<file path="config.mk">
export PLATFORM = sky130hd
export DESIGN_NAME = ov7670_stream_gen
export DESIGN_NICKNAME = d
export VERILOG_FILES = /design/src/rtl/ov7670_pkg.sv /design/src/rtl/ov7670_stream_gen_pattern_px.sv /design/src/rtl/ov7670_stream_gen.sv
export SDC_FILE = /design/constraint.sdc
export NUM_CORES = 1
export LEC_CHECK = 0
export ABC_CLOCK_PERIOD_IN_PS = 3400
export CORE_MARGIN = 5
export CORE_UTILIZATION = 30
export CTS_CLUSTER_DIAMETER = 30
export DETAILED_ROUTE_END_ITERATION = 6
export PLACE_DENSITY = 0.47
export SLEW_MARGIN = 20
export SYNTH_ARGS = -nofsm -noshare
export SYNTH_HDL_FRONTEND = slang
export SYNTH_SLANG_ARGS = --single-unit
</file>
<file path="constraint.sdc">
create_clock -name clk -period 3.4 [get_ports clk]
set_input_delay 0.68 -clock clk [delete_from_list [all_inputs] [get_ports clk]]
set_output_delay 0.68 -clock clk [all_outputs]
set_load 0.01 [all_outputs]
</file>
<file path="src/rtl/ov7670_pkg.sv">
`default_nettype none
// ============================================================================
// Module  : ov7670_pkg
// Brief   : Shared types, bar colours and frame-geometry helpers for the
//           synthetic OV7670 stream generator.
// Rev     : 1.0 - initial release
// ============================================================================
package ov7670_pkg;

  typedef enum logic [2:0] {
    ST_IDLE   = 3'd0,
    ST_VSYNC  = 3'd1,
    ST_VBP    = 3'd2,
    ST_ACTIVE = 3'd3,
    ST_VFP    = 3'd4
  } state_t;

  typedef enum logic [1:0] {
    PAT_BARS  = 2'd0,
    PAT_GRAD  = 2'd1,
    PAT_SOLID = 2'd2,
    PAT_ADDR  = 2'd3
  } pattern_t;

  // Element [0] is the leftmost bar (white), element [7] the rightmost (black).
  localparam logic [7:0][15:0] c_bar_colors = {
    16'h0000, 16'h001F, 16'hF800, 16'hF81F,
    16'h07E0, 16'h07FF, 16'hFFE0, 16'hFFFF
  };

  function automatic int line_clks(input int screen_x, input int hblank);
    return 2 * screen_x + hblank;
  endfunction

  function automatic int frame_clks(input int screen_x, input int screen_y,
                                    input int hblank, input int vsync_lines,
                                    input int vbp_lines, input int vfp_lines);
    return (vsync_lines + vbp_lines + screen_y + vfp_lines) * line_clks(screen_x, hblank);
  endfunction

  localparam int c_line_clks_default  = line_clks(160, 144);
  localparam int c_frame_clks_default = frame_clks(160, 120, 144, 3, 17, 10);

endpackage
`default_nettype wire

</file>
<file path="src/rtl/ov7670_stream_gen_pattern_px.sv">
`default_nettype none
// ============================================================================
// Module  : ov7670_pattern_px
// Brief   : Combinational RGB565 pixel generator for the four test patterns.
// Rev     : 1.0 - initial release
// ============================================================================
module ov7670_pattern_px
  import ov7670_pkg::*;
#(
  parameter int CAM_SCREEN_X = 160
) (
  input  logic [15:0] i_x,
  input  logic [15:0] i_y,
  input  pattern_t    i_pattern,
  input  logic [15:0] i_color,
  output logic [15:0] o_pixel
);

  // Narrow screens still get one-pixel bars instead of a divide by zero.
  localparam int c_bar_px = (CAM_SCREEN_X / 8 > 0) ? CAM_SCREEN_X / 8 : 1;

  logic [15:0] w_bar_idx;
  logic [2:0]  w_bar;

  always_comb begin
    w_bar_idx = i_x / 16'(c_bar_px);
    w_bar     = (w_bar_idx > 16'd7) ? 3'd7 : w_bar_idx[2:0];
    o_pixel   = 16'h0000;
    case (i_pattern)
      PAT_BARS:  o_pixel = c_bar_colors[w_bar];
      PAT_GRAD:  o_pixel = {i_x[4:0], i_y[5:0], i_x[4:0]};
      PAT_SOLID: o_pixel = i_color;
      PAT_ADDR:  o_pixel = i_y * 16'(CAM_SCREEN_X) + i_x;
      default:   o_pixel = 16'h0000;
    endcase
  end

endmodule
`default_nettype wire

</file>
<file path="src/rtl/ov7670_stream_gen.sv">
`default_nettype none
// ============================================================================
// Module  : ov7670_stream_gen
// Brief   : Synthetic OV7670 RGB565 byte-stream source (vsync/href/px_data).
//           OV7670_STREAM_GEN_CONTINUOUS_EN: stream frames back to back.
// Rev     : 1.0 - initial release
// ============================================================================
module ov7670_stream_gen
  import ov7670_pkg::*;
#(
  parameter int CAM_SCREEN_X = 160,
  parameter int CAM_SCREEN_Y = 120,
  parameter int HBLANK       = 144,
  parameter int VSYNC_LINES  = 3,
  parameter int VBP_LINES    = 17,
  parameter int VFP_LINES    = 10
) (
  input  logic        clk,
  input  logic        rst,
  input  logic        inicio,
  input  logic [1:0]  pattern,
  input  logic [15:0] solid_color,
  output logic        vsync,
  output logic        href,
  output logic [7:0]  px_data,
  output logic        busy,
  output logic        frame_done
);

  localparam int c_line_clks = line_clks(CAM_SCREEN_X, HBLANK);
  localparam int c_col_w     = $clog2(c_line_clks);
  localparam int c_max_a     = (VSYNC_LINES > VBP_LINES) ? VSYNC_LINES : VBP_LINES;
  localparam int c_max_b     = (CAM_SCREEN_Y > VFP_LINES) ? CAM_SCREEN_Y : VFP_LINES;
  localparam int c_max_lines = (c_max_a > c_max_b) ? c_max_a : c_max_b;
  localparam int c_line_w    = (c_max_lines > 1) ? $clog2(c_max_lines) : 1;

  localparam logic [c_col_w-1:0]  c_col_last    = c_col_w'(c_line_clks - 1);
  localparam logic [c_col_w-1:0]  c_active_end  = c_col_w'(2 * CAM_SCREEN_X);
  localparam logic [c_line_w-1:0] c_vsync_last  = c_line_w'(VSYNC_LINES - 1);
  localparam logic [c_line_w-1:0] c_vbp_last    = c_line_w'(VBP_LINES - 1);
  localparam logic [c_line_w-1:0] c_active_last = c_line_w'(CAM_SCREEN_Y - 1);
  localparam logic [c_line_w-1:0] c_vfp_last    = c_line_w'(VFP_LINES - 1);

  state_t              r_state;
  state_t              w_state_next;
  logic [c_col_w-1:0]  r_col;
  logic [c_line_w-1:0] r_line;
  logic [c_line_w-1:0] w_line_last;
  logic                w_line_end;
  logic                w_phase_end;
  logic                w_latch;
  logic                w_href;
  pattern_t            r_pattern;
  logic [15:0]         r_color;
  logic [15:0]         w_x;
  logic [15:0]         w_y;
  logic [15:0]         w_pixel;
  logic                r_fd_arm;

  always_ff @(posedge clk) begin
    if (rst) r_state <= ST_IDLE;
    else     r_state <= w_state_next;
  end

  always_comb begin
    w_state_next = r_state;
    w_line_last  = c_vsync_last;
    case (r_state)
      ST_VBP:    w_line_last = c_vbp_last;
      ST_ACTIVE: w_line_last = c_active_last;
      ST_VFP:    w_line_last = c_vfp_last;
      default:   w_line_last = c_vsync_last;
    endcase
    w_line_end  = (r_col == c_col_last);
    w_phase_end = w_line_end && (r_line == w_line_last);

    case (r_state)
      ST_IDLE:   if (inicio)      w_state_next = ST_VSYNC;
      ST_VSYNC:  if (w_phase_end) w_state_next = ST_VBP;
      ST_VBP:    if (w_phase_end) w_state_next = ST_ACTIVE;
      ST_ACTIVE: if (w_phase_end) w_state_next = ST_VFP;
`ifdef OV7670_STREAM_GEN_CONTINUOUS_EN
      ST_VFP:    if (w_phase_end) w_state_next = ST_VSYNC;
`else
      ST_VFP:    if (w_phase_end) w_state_next = ST_IDLE;
`endif
      default:   w_state_next = ST_IDLE;
    endcase

    w_latch = (r_state == ST_IDLE) && inicio;
`ifdef OV7670_STREAM_GEN_CONTINUOUS_EN
    w_latch = w_latch || ((r_state == ST_VFP) && w_phase_end);
`endif

    w_href = (r_state == ST_ACTIVE) && (r_col < c_active_end);
    w_x    = 16'(r_col >> 1);
    w_y    = 16'(r_line);
  end

  // Counters idle at zero so every frame starts from column 0, line 0.
  always_ff @(posedge clk) begin
    if (rst || r_state == ST_IDLE) begin
      r_col  <= '0;
      r_line <= '0;
    end else if (w_line_end) begin
      r_col  <= '0;
      r_line <= w_phase_end ? '0 : r_line + c_line_w'(1);
    end else begin
      r_col  <= r_col + c_col_w'(1);
    end
  end

  always_ff @(posedge clk) begin
    if (rst) begin
      r_pattern <= PAT_BARS;
      r_color   <= 16'h0000;
    end else if (w_latch) begin
      r_pattern <= pattern_t'(pattern);
      r_color   <= solid_color;
    end
  end

  ov7670_pattern_px #(
    .CAM_SCREEN_X(CAM_SCREEN_X)
  ) u_pattern_px (
    .i_x       (w_x),
    .i_y       (w_y),
    .i_pattern (r_pattern),
    .i_color   (r_color),
    .o_pixel   (w_pixel)
  );

  // Outputs are a registered decode of the current state, one clock behind it.
  always_ff @(posedge clk) begin
    if (rst) begin
      vsync      <= 1'b0;
      href       <= 1'b0;
      px_data    <= 8'h00;
      busy       <= 1'b0;
      r_fd_arm   <= 1'b0;
      frame_done <= 1'b0;
    end else begin
      vsync      <= (r_state == ST_VSYNC);
      href       <= w_href;
      px_data    <= w_href ? (r_col[0] ? w_pixel[7:0] : w_pixel[15:8]) : 8'h00;
      busy       <= (r_state != ST_IDLE);
      r_fd_arm   <= (r_state == ST_VFP) && w_phase_end;
      frame_done <= r_fd_arm;
    end
  end

endmodule
`default_nettype wire

</file>
# Word level (Yosys, flattened, before mapping)
# Memory sizes are Yosys's and may differ from the RTL's.
# Cells that the tools add are included.
# W data, S select, Z words.
[op_classes] add_sub_neg=3 multipliers=1 div_mod_pow=1 magnitude_cmp=3 n_eq_ne=14 n_shift=0 n_mux=12 bitwise=1 n_reduce_logical=11
[ops] operator="$pmux W16 S4" n=1
[ops] operator="$pmux W7 S3" n=1
[ops] operator="$mux W3" n=6
[ops] operator="$add A16 B8 Y16" n=1
[ops] operator="$div A8 B5 Y16 const B" n=1
[ops] operator="$gt A16 B3 Y1 const B" n=1
[ops] operator="$mux W16" n=1
[ops] operator="$pmux W3 S5" n=1
[ops] operator="$mul A7 B3 Y10 const B" n=1
[ops] operator="$ne A2 B2 Y1 const B" n=5
[ops] operator="$add A9 B1 Y9 const B" n=1
[ops] operator="$eq A9 B9 Y1 const B" n=1
[ops] operator="$lt A9 B9 Y1 const B" n=1
[ops] operator="$mux W8" n=1
[ops] operator="$add A7 B1 Y7 const B" n=1
[ops] operator="$eq A7 B7 Y1" n=1
[ops] operator="$mux W7" n=1
[ops] operator="$eq A3 B2 Y1 const B" n=2
[ops] operator="$reduce_and A5 Y1" n=1
[ops] operator="$eq A2 B2 Y1 const B" n=2
[ops] operator="$logic_and A1 B1 Y1" n=4
[ops] operator="$lt A3 B4 Y1 const B" n=1
[ops] operator="$reduce_or A2 Y1" n=2
[ops] operator="$eq A3 B1 Y1 const B" n=1
[ops] operator="7 further kinds" n=7
[totals] reg_bits=50 latchBits=0 ramBits=0 romBits=128 inputBits=21 out_inout_bits=12 wordCells=58 mem_count=1
[mem_list] name="(no name shown)" depth=8 width=16 rd=1 rd_clocked_by_memory_dff=0 wr=0 line_no="ov7670_stream_gen_pattern_px.sv:30" source="PAT_BARS: o_pixel = c_bar_colors[w_bar];"

# Depth between registers and ports, before layout
# Gate-level depths: netlist of run 1.
[logic_depth] word_depth=7 ltp_mapped=11

# By module
# From an unflattened synthesis of run 1, not the netlist that was laid out.
[hier_totals] cells_unflattened=615 hier_area_um2=4926.0
[by_module_without_submodules] mod="ov7670_pattern_px" n_inst=1 cells_each=379 area_each_um2=2855.2
[by_module_without_submodules] mod="ov7670_stream_gen" n_inst=1 cells_each=236 area_each_um2=2070.7

# Worst setup path after synthesis of run 1
# Ideal clock, no wire load.
[synth_timing] path_type="register to register" start="reg r_line[5]" end="reg px_data[5]" setup_time_ns=0.091 arrival_time_ns=2.557 setup_slack_ns=0.752 stages_incl_launch_ff=10 n_path_buf=0 path_cell_list="dfxtp_1 -> ha_1 -> ha_1 -> and3_1 -> o21ai_0 -> or4b_2 -> o311a_1 -> xor2_1 -> o211ai_1 -> a311oi_1"
[synth_via] elab_chain_cells=4
[synth_rtl] element="start, declared" line_no="ov7670_stream_gen.sv:47" source="logic [c_line_w-1:0] r_line;"
[synth_rtl] element="start signal, assigned" line_no="ov7670_stream_gen.sv:107" source="r_line <= w_phase_end ? '0 : r_line + c_line_w'(1);"
[synth_rtl] element="$mul A7 B3 Y10" line_no="ov7670_stream_gen_pattern_px.sv:33" source="PAT_ADDR: o_pixel = i_y * 16'(CAM_SCREEN_X) + i_x;"
[synth_rtl] element="$add A16 B8 Y16" line_no="ov7670_stream_gen_pattern_px.sv:33"
[synth_rtl] element="$pmux W16 S4" line_no="ov7670_stream_gen_pattern_px.sv:29" source="case (i_pattern)"
[synth_rtl] element="$mux W8" line_no="ov7670_stream_gen.sv:145" source="px_data <= w_href ? (r_col[0] ? w_pixel[7:0] : w_pixel[15:8]) : 8'h00;"
[synth_rtl] element="end signal, assigned" line_no="ov7670_stream_gen.sv:145"
[synth_rtl] element="end, declared" line_no="ov7670_stream_gen.sv:25" source="output logic [7:0] px_data,"
# No other way between the ends.
# A chain may end at the register's enable or synchronous reset.

# Worst setup path after layout of run 1
# Ends and elaborated chain as after synthesis.

==> results_dict.tcl, run 1 <==
set metrics [dict create \
    cts_buffers 5 \
    synth.avg_cell_area_um2 8.13 \
    hpwl_um 6310 \
    yosys_warnings 0 \
    final_critical_path_share_of_the_clock_period_pct 87.0 \
    clkSinkCount 50 \
    cts_resized 0 \
    synth-seq-cells 50 \
    timing.hold.ws_ns 0.460 \
    cts.reportedPaths.clkPinSlew_ns 0.09 \
    run_status "complete, no violations" \
    synthMuxAreaShare_pct 1.78 \
    areaGrowthSynthToFinish_pct 15.5 \
    drt_pre_antenna_iters 4 \
    clk-insertion-delay-late_ns 0.29 \
    htree_num_levels 2 \
    synthTopCellsByArea "dfxtp_1 (32%), nand2_1 (7.2%), ha_1 (6.3%), a21oi_1 (5.5%), nor2_1 (3.9%)" \
    synth_simple_gate_area_share_pct 25.5 \
    timing.final.max_slew_violations 0 \
    die_width_um 113 \
    switchingPower_uw 257 \
    first_global_vias 2651 \
    final_cells 548 \
    post-route-drc-count 0 \
    antenna_found_initial 0 \
    crit-reg2reg-capture "px_data[5]" \
    ir_worst_vdd_mv 0.151 \
    synth-compound-area-share_pct 21.0 \
    cellInternalPower_uw 794 \
    holdCritStartpoint "r_fd_arm" \
    p_leak_nw 1.37 \
    transition_at_the_pin_with_the_smallest_max_transition_slack_ns 0.815 \
    ios 33 \
    multi_input_gate_area_in_the_final_layout_um2 1970 \
    wl_per_cell_um 15.2 \
    critical_path_required_ns 3.60 \
    totalNegativeSetupSlack_ns 0 \
    ys_dominant_reg_cell "dfxtp_1" \
    timing.final.setup_violations 0 \
    max_freq_ghz 0.338 \
    number_of_different_library_cells_in_the_post_synthesis_netlist 70 \
    routed_wl_um 8320 \
    postCtsSetupRepairBufs 0 \
    synth_adder_area_share_pct 7.59 \
    cts.hold.buffers_added 0 \
    reg2reg_slack_ns 0.44 \
    initial_standard_cell_utilization_of_the_core_pct 30.7 \
    synth.largest_area_cell "dfxtp_1" \
    fillCellCount 1127 \
    die_y_um 113 \
    routed-via-count 2737 \
    cp-start-kind "register" \
    cts_tree "built" \
    n_antenna_cell 0 \
    critical_path.endpoint_type "register" \
    syn-cell-area_um2 3160 \
    cts_buffer_depth 2 \
    post_drt_via_cell_ratio 4.99 \
    worstRegToRegCells 9 \
    setup_clock_skew_after_layout_ns 0.00813 \
    p_per_area_nw_per_um2 288 \
    worst_hold_path.endpoint "frame_done" \
    synthDominantCellAreaShare_pct 31.6 \
    number_of_standard_cells_after_synthesis 389 \
    synth_edf_count 0 \
    first_iter_violations 146 \
    crit_type "reg2reg" \
    grt_start_max_net_pins 22 \
    nNetsFinal 451 \
    holdPathStages 1 \
    grt_pass1_wl_um 14000 \
    clock_tree.root_cell "clkbuf_8" \
    regArea_um2 1000 \
    post_place_cells 541 \
    grt_overflow 0 \
    ant_nets 0 \
    arrival_ns 3.16 \
    rsz0062_at_grt "no" \
    synth_seq_area_share_pct 31.6 \
    pwr-share-clk_pct 31.0 \
    hold_class "reg2reg" \
    dominant_combinational_cell_family_by_area_after_synthesis "simple AND/OR/NAND/NOR gates" \
    core-area_um2 10300 \
    period_needed_ns 2.96 \
    sw_share_pct 24.5 \
    maxCapViolCount 0 \
    reg2reg_from "r_line[5]" \
    num_rows 37 \
    sequentialPowerShare_pct 58.6 \
    grt.total_usage_pct 13.3 \
    drive_above_1_share_pct 8.01 \
    die-area_um2 12700 \
    timing.final.hold_violations 0 \
    timing.max_slew.rel_slack_pct 45.7 \
    port_buffers 32 \
    area_share_of_xor_xnor_cells_in_the_synthesized_design_pct 6.37 \
    synth_async_reset_ratio_pct 0 \
    finalWeightedCongestion 0.843 \
    p_comb_share_pct 10.5 \
    timing.critical_path.fanout_max 8 \
    synth_nets 428 \
]
through the flow:
stage / power (mW) / utilization [%] / area (um2) / setup WS (ns)
2_1_floorplan: 0.691 / - / 3160 / 0.752
3_3_place_gp: 0.742 / 34.7 / 3580 / 0.581
3_5_place_dp: 0.741 / 34.7 / 3580 / 0.496
4_1_cts: 1.07 / 35.4 / 3650 / 0.449
5_1_grt: 1.11 / 35.4 / 3650 / 0.217
6_report: 1.05 / 35.4 / 3650 / 0.442
power by group through the flow:
stage / clock [mW] / combinational [mW] / sequential, mW
floorplan: 0 / 0.0708 / 0.620
global placement: 0 / 0.113 / 0.630
CTS: 0.341 / 0.112 / 0.616
global route: 0.368 / 0.123 / 0.619
detailed placement: 0 / 0.111 / 0.629
finish: 0.326 / 0.110 / 0.616
cells by family after synthesis:
group,after synthesis
adder cells (fa/ha/maj),18
multiplexers,5
buffers and inverters,38
AND/OR/NAND/NOR,160
AO/OA/AOI/OAI,95
XOR/XNOR,23
flip-flops,50
synth_stat cells (2+ instances only):
library cell,number
nand2_1,61
dfxtp_1,50
a21oi_1,35
nor2_1,33
ha_1,16
xnor2_1,14
clkbuf_1,13
inv_1,12
o21ai_0,12
nor2b_1,10
xor2_1,9
and2_1,7
buf_4,7
nor3_1,7
a211oi_1,6
nand3_1,6
a221oi_1,5
mux2_2,5
nand2b_1,5
nand3b_1,5
a311oi_1,4
a22oi_1,3
a31oi_1,3
nor3b_1,3
or3_1,3
a21o_1,2
a311oi_2,2
and3_1,2
buf_2,2
buf_6,2
fa_1,2
nand4_1,2
nor4_1,2
o211ai_1,2
o21a_1,2
state kept, by name, indices dropped and copies added, names as in the netlist:
register / flops
busy: 1
frame_done: 1
href: 1
px_data: 8
r_col: 9
r_color: 16
r_fd_arm: 1
r_line: 7
r_pattern: 2
r_state: 3
vsync: 1
worst max path at each step:
stage | slack [ns] | start | end
after floorplan | 0.75 | r_line[5] | px_data[5]
after global placement | 0.58 | r_line[5] | px_data[5]
after detailed placement | 0.50 | r_line[5] | px_data[5]
after CTS | 0.45 | r_line[5] | px_data[5]
after global routing | 0.22 | r_line[5] | px_data[5]
final | 0.44 | r_line[5] | px_data[5]
area by class of cell:
type / count / area share (%)
timing repair buffer: 41 / 10.6
clock buffer: 7 / 2.09
multi-input combinational: 301 / 53.9
inverter: 13 / 1.34
tap: 136 / 4.66
sequential: 50 / 27.4
routing by layer:
| layer | routed length [um] | part of all wire (%) | vias up | track usage (%) |
|---|---|---|---|---|
| met3 | 465 | 5.6 | 4 | 2.89 |
| met5 | 0 | 0 | - | 0 |
| met1 | 4100 | 49 | 1260 | 18.9 |
| met2 | 3700 | 44 | 62 | 20.7 |
| met4 | 58 | 0.70 | 0 | 2.72 |
| li1 | - | - | 1411 | - |
worst max-delay path: stages (launching register included):
cell	delay, ns
dfxtp_1	0.48
ha_1	0.29
ha_1	0.35
a21o_1	0.21
o21ai_0	0.19
or4b_2	0.61
o311a_1	0.17
xor2_1	0.16
o211ai_1	0.11
a311oi_1	0.29
cells in the final DEF (no fill, tap or decap), types with 2 or more instances in the layout:
cell type / Yosys / final
xor2_1: 9 / 9
nand2b_1: 5 / 5
o21a_1: 2 / 2
dfxtp_1: 50 / 50
nand2_1: 61 / 61
a21o_1: 2 / 2
a211oi_1: 6 / 6
fa_1: 2 / 2
nand4_1: 2 / 2
or3_1: 3 / 3
nor2b_1: 10 / 10
ha_1: 16 / 16
a21oi_1: 35 / 35
o211ai_1: 2 / 2
nand3_1: 6 / 6
nor2_1: 33 / 33
and2_1: 7 / 7
nor3_1: 7 / 7
a22oi_1: 3 / 3
inv_1: 12 / 12
clkbuf_1: 13 / 2
xnor2_1: 14 / 14
nor4_1: 2 / 2
nand3b_1: 5 / 5
clkbuf_8: 0 / 5
nor3b_1: 3 / 3
clkdlybuf4s50_1: 0 / 32
a221oi_1: 5 / 5
a311oi_2: 2 / 2
buf_4: 7 / 9
a31oi_1: 3 / 3
mux2_2: 5 / 5
o21ai_0: 12 / 12
and3_1: 2 / 2
a311oi_1: 4 / 4
Note: power is estimated with default switching activity, not from simulation.
==> run 2: changes to the inputs <==
--- a/config.mk
+++ b/config.mk
@@ -6,7 +6,8 @@
 export NUM_CORES = 1
 export LEC_CHECK = 0
 export ABC_CLOCK_PERIOD_IN_PS = 3400
-export CORE_MARGIN = 5
+export CAP_MARGIN = 30
+export CORE_MARGIN = 4
 export CORE_UTILIZATION = 30
 export CTS_CLUSTER_DIAMETER = 30
 export DETAILED_ROUTE_END_ITERATION = 6
==> run 2 against run 1 <==
Against the previous run: utilization increased by 0.16 points; worst hold slack got worse by 0.0095 ns; first-iteration DRC count decreased by 6.8%; wire length decreased by 3.9%; flip-flop and latch count unchanged; non-clock buffer count decreased by 2; clock skew decreased by 0.00069 ns; global-route usage decreased by 0.21 points; critical path depth unchanged; register-to-register slack got worse by 0.10 ns; combinational power decreased by 5%; count of clock-buffer cells in the layout unchanged; critical endpoint unchanged; largest cell class unchanged.
==> results_dict.tcl, run 2 (synthesis results as in run 1) <==
set metrics [dict create \
    register_containing_the_most_flip_flops_in_the_final_layout "r_color" \
    port_buffers 32 \
    place_worst_setup_slack_ns 0.362 \
    htree_num_levels 2 \
    core-area_um2 10300 \
    num_rows 37 \
    grt_overflow 0 \
    switchingPower_uw 271 \
    sw_share_pct 25.0 \
    arrival_ns 3.28 \
    cts_buffers 5 \
    cts_buffer_depth 2 \
    postCtsSetupRepairBufs 0 \
    final_critical_path_share_of_the_clock_period_pct 90.0 \
    totalNegativeSetupSlack_ns 0 \
    fillCellCount 1111 \
    sequentialPowerShare_pct 56.9 \
    regArea_um2 1000 \
    first_global_vias 2722 \
    critical_path_required_ns 3.62 \
    timing.final.max_slew_violations 0 \
    routed-via-count 2752 \
    timing.max_slew.rel_slack_pct 54.1 \
    clock_tree.root_cell "clkbuf_8" \
    pwr-share-clk_pct 33.5 \
    transition_at_the_pin_with_the_smallest_max_transition_slack_ns 0.688 \
    hold_class "reg2reg" \
    period_needed_ns 3.06 \
    ios 33 \
    die_y_um 111 \
    crit_type "reg2reg" \
    die-area_um2 12300 \
    rsz0062_at_grt "no" \
    timing.final.hold_violations 0 \
    post_drt_via_cell_ratio 5.03 \
    cp-start-kind "register" \
    p_per_area_nw_per_um2 297 \
    multi_input_gate_area_in_the_final_layout_um2 1970 \
    cellInternalPower_uw 816 \
    post_place_cells 539 \
    maxCapViolCount 0 \
    largest_reg_flops 16 \
    clkSinkCount 50 \
    final_core_utilization_pct 35.6 \
    ant_nets 0 \
    n_antenna_cell 0 \
    initial_standard_cell_utilization_of_the_core_pct 30.8 \
    die_width_um 111 \
    post-route-drc-count 0 \
    finalWeightedCongestion 0.844 \
    routed_wl_um 8000 \
    final_cells 547 \
    grt_start_max_net_pins 22 \
    most-common-layout-cells "nand2_1 (61), dfxtp_1 (50), a21oi_1 (35), nor2_1 (33), clkdlybuf4s50_1 (32)" \
    cts.hold.buffers_added 0 \
    setup_clock_skew_after_layout_ns 0.00744 \
    reg_top3 "r_color x16, r_col x9, px_data x8" \
    areaGrowthSynthToFinish_pct 15.5 \
    p_leak_nw 1.37 \
    power.total_mw 1.09 \
    cts.reportedPaths.clkPinSlew_ns 0.09 \
    hpwl_um 6170 \
    ir_worst_vdd_mv 0.117 \
    antenna_found_initial 0 \
    critical_path.endpoint_type "register" \
    timing.final.setup_violations 0 \
    grt_pass1_wl_um 13400 \
    final_common_cell "nand2_1" \
    drive_above_1_share_pct 8.03 \
    clk-insertion-delay-late_ns 0.30 \
    grt.total_usage_pct 13.1 \
    cts_resized 0 \
    run_status "complete, no violations" \
    wl_per_cell_um 14.6 \
    drt_pre_antenna_iters 5 \
    nNetsFinal 449 \
    worst_slack_ns 0.338 \
    cts_tree "built" \
    max_freq_ghz 0.327 \
    p_comb_share_pct 9.6 \
    timing.critical_path.fanout_max 10 \
    first_iter_violations 136 \
]
[run 2: cell types whose count changed in the layout (fill, tap and decap cells not counted), sizes merged]
cell,previous run,this run
buf,9,7
clkinv,0,1
[run 2: final cells by class]
type                            count  share of cell area [%]
Multi-Input combinational cell    301                    53.9
Timing Repair Buffer               39                    10.2
Inverter                           13                    1.34
Clock buffer                        7                    2.36
Tap cell                          136                    4.66
Clock inverter                      1                   0.137
Sequential cell                    50                    27.4
[run 2: final timing paths]
check	start	end	slack, ns	cells past startpoint
min	r_fd_arm	frame_done	0.45	1
max	r_line[3]	px_data[5]	0.34	9
min reg2reg	r_fd_arm	frame_done	0.45	1
max reg2reg	r_line[3]	px_data[5]	0.34	9
[run 2: per-stage QoR]
stage / cell area (um2) / hold WS, ns
after floorplan: 3160 / 0.414
after global placement: 3560 / 0.423
after detailed placement: 3560 / 0.431
after CTS: 3650 / 0.456
after global routing: 3650 / 0.474
final: 3650 / 0.451
[run 2: layer usage]
layer / part of all wire [%] / global-route usage [%]
met1: 48 / 17.2
met2: 49 / 22.4
met3: 2.1 / 1.86
met4: 1.1 / 3.45
met5: 0 / 0
[run 2: power groups by stage]
stage | Combinational [mW] | Sequential, mW | Clock, mW
floorplan | 0.0708 | 0.620 | 0
detailed placement | 0.105 | 0.633 | 0
CTS | 0.105 | 0.619 | 0.384
global route | 0.116 | 0.622 | 0.399
finish | 0.104 | 0.618 | 0.365
global placement | 0.106 | 0.633 | 0
[run 2: worst max-delay path, stage by stage, from the launching register on]
cell and delay [ns]:
dfxtp_1 0.54, ha_1 0.30, ha_1 0.35, and3_1 0.19
o21ai_0 0.24, or4b_2 0.62, o311a_1 0.19, xor2_1 0.17
o211ai_1 0.10, a311oi_1 0.28
==> run 3: changes to the inputs <==
--- a/config.mk
+++ b/config.mk
@@ -10,9 +10,11 @@
 export CORE_MARGIN = 4
 export CORE_UTILIZATION = 30
 export CTS_CLUSTER_DIAMETER = 30
+export CTS_CLUSTER_SIZE = 25
 export DETAILED_ROUTE_END_ITERATION = 6
-export PLACE_DENSITY = 0.47
+export PLACE_DENSITY = 0.45
 export SLEW_MARGIN = 20
 export SYNTH_ARGS = -nofsm -noshare
 export SYNTH_HDL_FRONTEND = slang
+export SYNTH_HIERARCHICAL = 1
 export SYNTH_SLANG_ARGS = --single-unit
==> run 3 against run 2 <==
Against the previous run: flip-flop and latch count stayed put; critical path depth is 10 higher; synthesized cell count is 58% higher; total power is 47% higher; via count is 69% higher; largest power group unchanged; highest routed layer unchanged.
==> results_dict.tcl, run 3 <==
set metrics [dict create \
    ys_dominant_reg_cell "dfxtp_1" \
    pwr-share-clk_pct 30.7 \
    grt.total_usage_pct 14.6 \
    cts_buffers 5 \
    sequentialPowerShare_pct 38.3 \
    routed-wl-met3_um 377 \
    synth_seq_area_share_pct 20.3 \
    transition_at_the_pin_with_the_smallest_max_transition_slack_ns 0.805 \
    synth.avg_cell_area_um2 8.01 \
    post-route-drc-count 0 \
    ios 33 \
    routed-via-count 4655 \
    critical_path_required_ns 3.57 \
    synthTopCellsByArea "dfxtp_1 (20%), ha_1 (6.9%), a21oi_1 (5.7%), nand2_1 (5.3%), xnor2_1 (4.6%)" \
    cts.hold.buffers_added 0 \
    maxCapViolCount 0 \
    synth.largest_area_cell "dfxtp_1" \
    post_place_cells 880 \
    number_of_different_library_cells_in_the_post_synthesis_netlist 102 \
    place_worst_setup_slack_ns 0.0405 \
    top_layer_used "met4" \
    max_freq_ghz 0.312 \
    totalNegativeSetupSlack_ns 0 \
    timing.max_slew.rel_slack_pct 46.2 \
    wl_per_cell_um 15.4 \
    timing.final.setup_violations 0 \
    die-area_um2 18500 \
    drt_pre_antenna_iters 6 \
    synth_async_reset_ratio_pct 0 \
    crit_type "reg2reg" \
    ant_nets 0 \
    power.total_mw 1.60 \
    routed_wl_um 13700 \
    synth-seq-cells 50 \
    ys_top_cells_by_count "nand2_1 (69), a21oi_1 (56), nor2_1 (52)" \
    grt_pass1_wl_um 22300 \
    timing.critical_path.fanout_max 3 \
    most_frequently_used_cell_type_in_the_post_synthesis_netlist "nand2_1" \
    p_leak_nw 2.21 \
    worst_slack_ns 0.200 \
    die_y_um 136 \
    final_common_cell "nand2_1" \
    yosys_warnings 6 \
    cellInternalPower_mw 1.07 \
    dpl_cell_area_um2 5570 \
    initial_standard_cell_utilization_of_the_core_pct 30.8 \
    syn-cell-area_um2 4930 \
    p_per_area_nw_per_um2 275 \
    post_drt_via_cell_ratio 5.23 \
    critical_path.endpoint_type "register" \
    nNetsFinal 724 \
    reg_top3 "r_color x16, r_col x9, px_data x8" \
    run_status "complete, no violations" \
    period_needed_ns 3.20 \
    core-area_um2 16000 \
    htree_num_levels 2 \
    n_antenna_cell 0 \
    num_rows 46 \
    synthDominantCellAreaShare_pct 20.3 \
    register_containing_the_most_flip_flops_in_the_final_layout "r_color" \
    sw_share_pct 32.9 \
    first_global_vias 4425 \
    ir_worst_vdd_mv 0.211 \
    clock_tree.root_cell "clkbuf_16" \
    arrival_ns 3.37 \
    largest_reg_flops 16 \
    switchingPower_uw 526 \
    final_cells 890 \
    cts.reportedPaths.clkPinSlew_ns 0.07 \
    finalWeightedCongestion 0.820 \
    timing.final.max_slew_violations 0 \
    cp-start-kind "register" \
    areaGrowthSynthToFinish_pct 17.9 \
    cts_tree "built" \
    hold_class "reg2reg" \
    first_iter_violations 254 \
    timing.final.hold_violations 0 \
    p_comb_share_pct 31.0 \
    clkSinkCount 50 \
    fin_area_um2 5810 \
    regArea_um2 1000 \
    die_width_um 136 \
    multi_input_gate_area_in_the_final_layout_um2 3830 \
    fillCellCount 1708 \
    cts_buffer_depth 2 \
    most-common-layout-cells "nand2_1 (69), nor2_1 (52), dfxtp_1 (49), a21oi_1 (48), conb_1 (41)" \
    antenna_found_initial 0 \
    final_critical_path_share_of_the_clock_period_pct 94.1 \
    grt_start_max_net_pins 24 \
    clk-insertion-delay-late_ns 0.28 \
    number_of_standard_cells_after_synthesis 615 \
    grt_overflow 0 \
    timing.hold.ws_ns 0.457 \
    wl_met2_um 6750 \
    port_buffers 32 \
    hpwl_um 10300 \
    synth_edf_count 0 \
    final_core_utilization_pct 36.3 \
    drt-met1-wl_um 6500 \
    setup_clock_skew_after_layout_ns 0.00508 \
    drive_above_1_share_pct 14.1 \
]
## run 3: routing by layer
layer	track usage (%)	vias to the layer above
met3	1.55	4
met2	25.7	80
li1	-	2355
met5	0	-
met1	19.8	2216
met4	2.18	0
## run 3: final cells by class
class / count / area share, %
inverters: 26 / 1.68
well taps: 216 / 4.65
repair buffers: 52 / 8.10
multi-input cells: 539 / 65.9
flip-flops and latches: 50 / 17.3
clock inverters: 2 / 0.237
clock buffers: 5 / 2.15
## run 3: power by group through the flow
stage          logic [mW]  clock network (mW)  registers, mW
2_1_floorplan       0.404                   0          0.621
3_3_place_gp        0.447                   0          0.625
4_1_cts             0.449               0.507          0.612
6_report            0.496               0.492          0.612
3_5_place_dp        0.448                   0          0.626
5_1_grt             0.545               0.540          0.614
## run 3: logic make-up after synthesis
kind of cell	count (synthesis)	synth area share, %
buffers and inverters	66	6.48
AOI/OAI and AO/OA	173	28.1
and+or+nand+nor	240	26.5
xor gates and xnor gates	34	6.05
DFF	50	20.3
muxes	22	4.83
other	1	0.0761
adders and majority gates	29	7.67
## run 3: path summary, 6_finish.rpt
| path | from | to | slack, ns | cells past startpoint |
|---|---|---|---|---|
| worst max register to register | r_line[1] | px_data[7] | 0.20 | 19 |
| worst max-delay path | r_line[1] | px_data[7] | 0.20 | 19 |
| worst min register to register | r_fd_arm | frame_done | 0.46 | 1 |
| worst min-delay path | r_fd_arm | frame_done | 0.46 | 1 |
## run 3: timing repair
action | 4_1_cts | 5_1_grt
setup buffers | 0 | 3
gates resized for setup | 0 | 14
endpoints found under the setup margin | 0 | 4
## run 3: worst max-delay path: stages, from the launching register on
cell      delay, ns
dfxtp_1        0.33
ha_4           0.26
ha_2           0.16
inv_1          0.05
fa_2           0.51
inv_1          0.06
ha_4           0.22
inv_1          0.05
o21bai_1       0.08
a21oi_2        0.17
o21bai_1       0.12
a21oi_2        0.19
o21bai_1       0.11
a21oi_2        0.13
xnor2_1        0.13
a21oi_1        0.10
a22oi_1        0.16
nand2_1        0.07
mux2i_1        0.13
nor2_1         0.05
==> edit: new RTL, flow settings as in run 3 <==
Reset style: asynchronous (`rst`), changed in 3 clocked blocks.
--- a/src/rtl/ov7670_stream_gen.sv
+++ b/src/rtl/ov7670_stream_gen.sv
@@ -59,3 +59,3 @@
 
-  always_ff @(posedge clk) begin
+  always_ff @(posedge clk or posedge rst) begin
     if (rst) r_state <= ST_IDLE;
@@ -112,3 +112,3 @@
 
-  always_ff @(posedge clk) begin
+  always_ff @(posedge clk or posedge rst) begin
     if (rst) begin
@@ -133,3 +133,3 @@
   // Outputs are a registered decode of the current state, one clock behind it.
-  always_ff @(posedge clk) begin
+  always_ff @(posedge clk or posedge rst) begin
     if (rst) begin
Behaviour: differs if rst is asserted again (counterexample within 4 cycles, from zero or initial values and one cycle with rst high); with rst held inactive, the same outputs for 10 cycles.
==> edit against run 3 <==
Clock skew is 0.0052 ns higher. Area after synthesis is 1.7% higher. Setup slack worse by 0.019 ns. Cell area is 1.6% higher. Final cell count is 4.0% lower. Die area is 1.6% higher. Maximum frequency is 0.60% lower. Sequential cell count stayed put. Wire length is 0.76% lower. Power is 1.1% higher. Critical path type unchanged. Largest cell class unchanged. Largest power group unchanged. Highest routed layer unchanged.
==> edit: results (changes against run 3) <==
INFO  metric total_of_clock_buffers_placed_in_the_layout = 6 (+1)
INFO  metric number_of_filler_cells_placed_in_the_layout = 1722 (+0.82%)
INFO  metric dp_worst_setup_slack = 0.0740 ns (+0.0335 ns)
INFO  metric synth_compound_gate_area_share = 0.250 (-0.0304)
INFO  metric p_sw = 0.490 mW (-6.8%)
INFO  metric dominantRegCellSynth = dfrtp_1
INFO  metric synthDistinctLibCells = 90 (-12%)
INFO  metric wl_met3 = 299 µm (-21%)
INFO  metric wl_met1 = 6570 µm (+1.1%)
INFO  metric leakage = 2.45 nW (+11%)
INFO  metric first_global_vias = 4342 (-1.9%)
INFO  metric synthAdderAreaFrac = 0.0754 (-0.00128)
INFO  metric multi_input_area = 3720 µm² (-2.7%)
INFO  metric worst_slew_pin_slew = 0.831 ns (+0.0256 ns)
INFO  metric clockNetworkAreaShare = 0.0284 (+0.00450)
INFO  metric synth_top_cells_by_area = dfrtp_1 17%, ha_1 6.7%, dfxtp_1 6.4%
INFO  metric route.detailed.vias_per_inst = 5.23 (about the same)
INFO  metric grt_pass1_wl = 22400 µm (+0.53%)
INFO  metric peakVddDrop = 0.219 mV (+3.8%)
INFO  metric postSynth.asyncResetShare = 0.680 (+0.680)
INFO  metric status = complete, no violations
INFO  metric synth_xor_area_frac = 0.0629 (+0.00248)
INFO  metric drt-initial-drc-count = 296 (+17%)
INFO  metric routed-wl-met2 = 6680 µm (-0.98%)
INFO  metric layout.comb_gates.multi_input = 502 (-6.9%)
INFO  metric global_route.usage.total = 0.147 (+0.000867)
INFO  metric critical_path_arrival = 3.39 ns (+0.02 ns)
INFO  metric signal_buffer_area_fraction = 0.0797 (-0.00127)
INFO  metric critical_path.slowest_cell = ha_1
INFO  metric layout.nets = 687 (-5.1%)
INFO  metric global_route_met3_utilization = 0.0153 (-0.000204)
INFO  metric grt.met2_usage = 0.252 (-0.00497)
INFO  metric sequential_fraction_of_the_synthesis_area = 0.234 (+0.0306)
INFO  metric critPathTopFamily = compound AO/OA/AOI/OAI gates
INFO  metric power_per_cell_area = 274 nW/µm² (-0.46%)
INFO  metric synth.cells.most_frequent = 54 x nor2_1, 38 x a21oi_1, 36 x nand2_1
INFO  metric final_layout_size_suffix_gt1_frac = 0.160 (+0.0189)
INFO  metric synthMuxAreaShare = 0.0889 (+0.0407)
INFO  metric power.clock.fraction = 0.351 (+0.044)
INFO  metric detailed_place_hpwl = 10300 µm (-0.10%)
==> edit: cell types whose count changed in the layout (fill, tap and decap cells not counted), moves of 4 or more <==
cell,delta
a21oi_1,-18
dfrtp_1,+34
dfxtp_1,-33
mux2_2,+18
nand2_1,-33
o31ai_1,+4
==> edit: per-stage QoR <==
step                cells  TNS (ns)   util  area, µm²
floorplan             615         0      -       5160
global placement      846         0  0.353       5690
detailed placement    846         0  0.353       5690
CTS                   854         0  0.364       5860
global route          854   -0.0244  0.366       5900
finish                854         0  0.366       5900
==> edit: final timing paths <==
path                           start     endpoint  slack, ns  cells after the start
setup / recovery           r_line[3]   px_data[7]       0.18                     17
hold / removal              r_fd_arm   frame_done       0.36                      0
setup reg to reg           r_line[3]   px_data[7]       0.18                     17
hold reg to reg             r_fd_arm   frame_done       0.36                      0
max in group asynchronous        rst  r_color[11]       2.19                      3
min in group asynchronous        rst   r_state[0]       0.61                      2
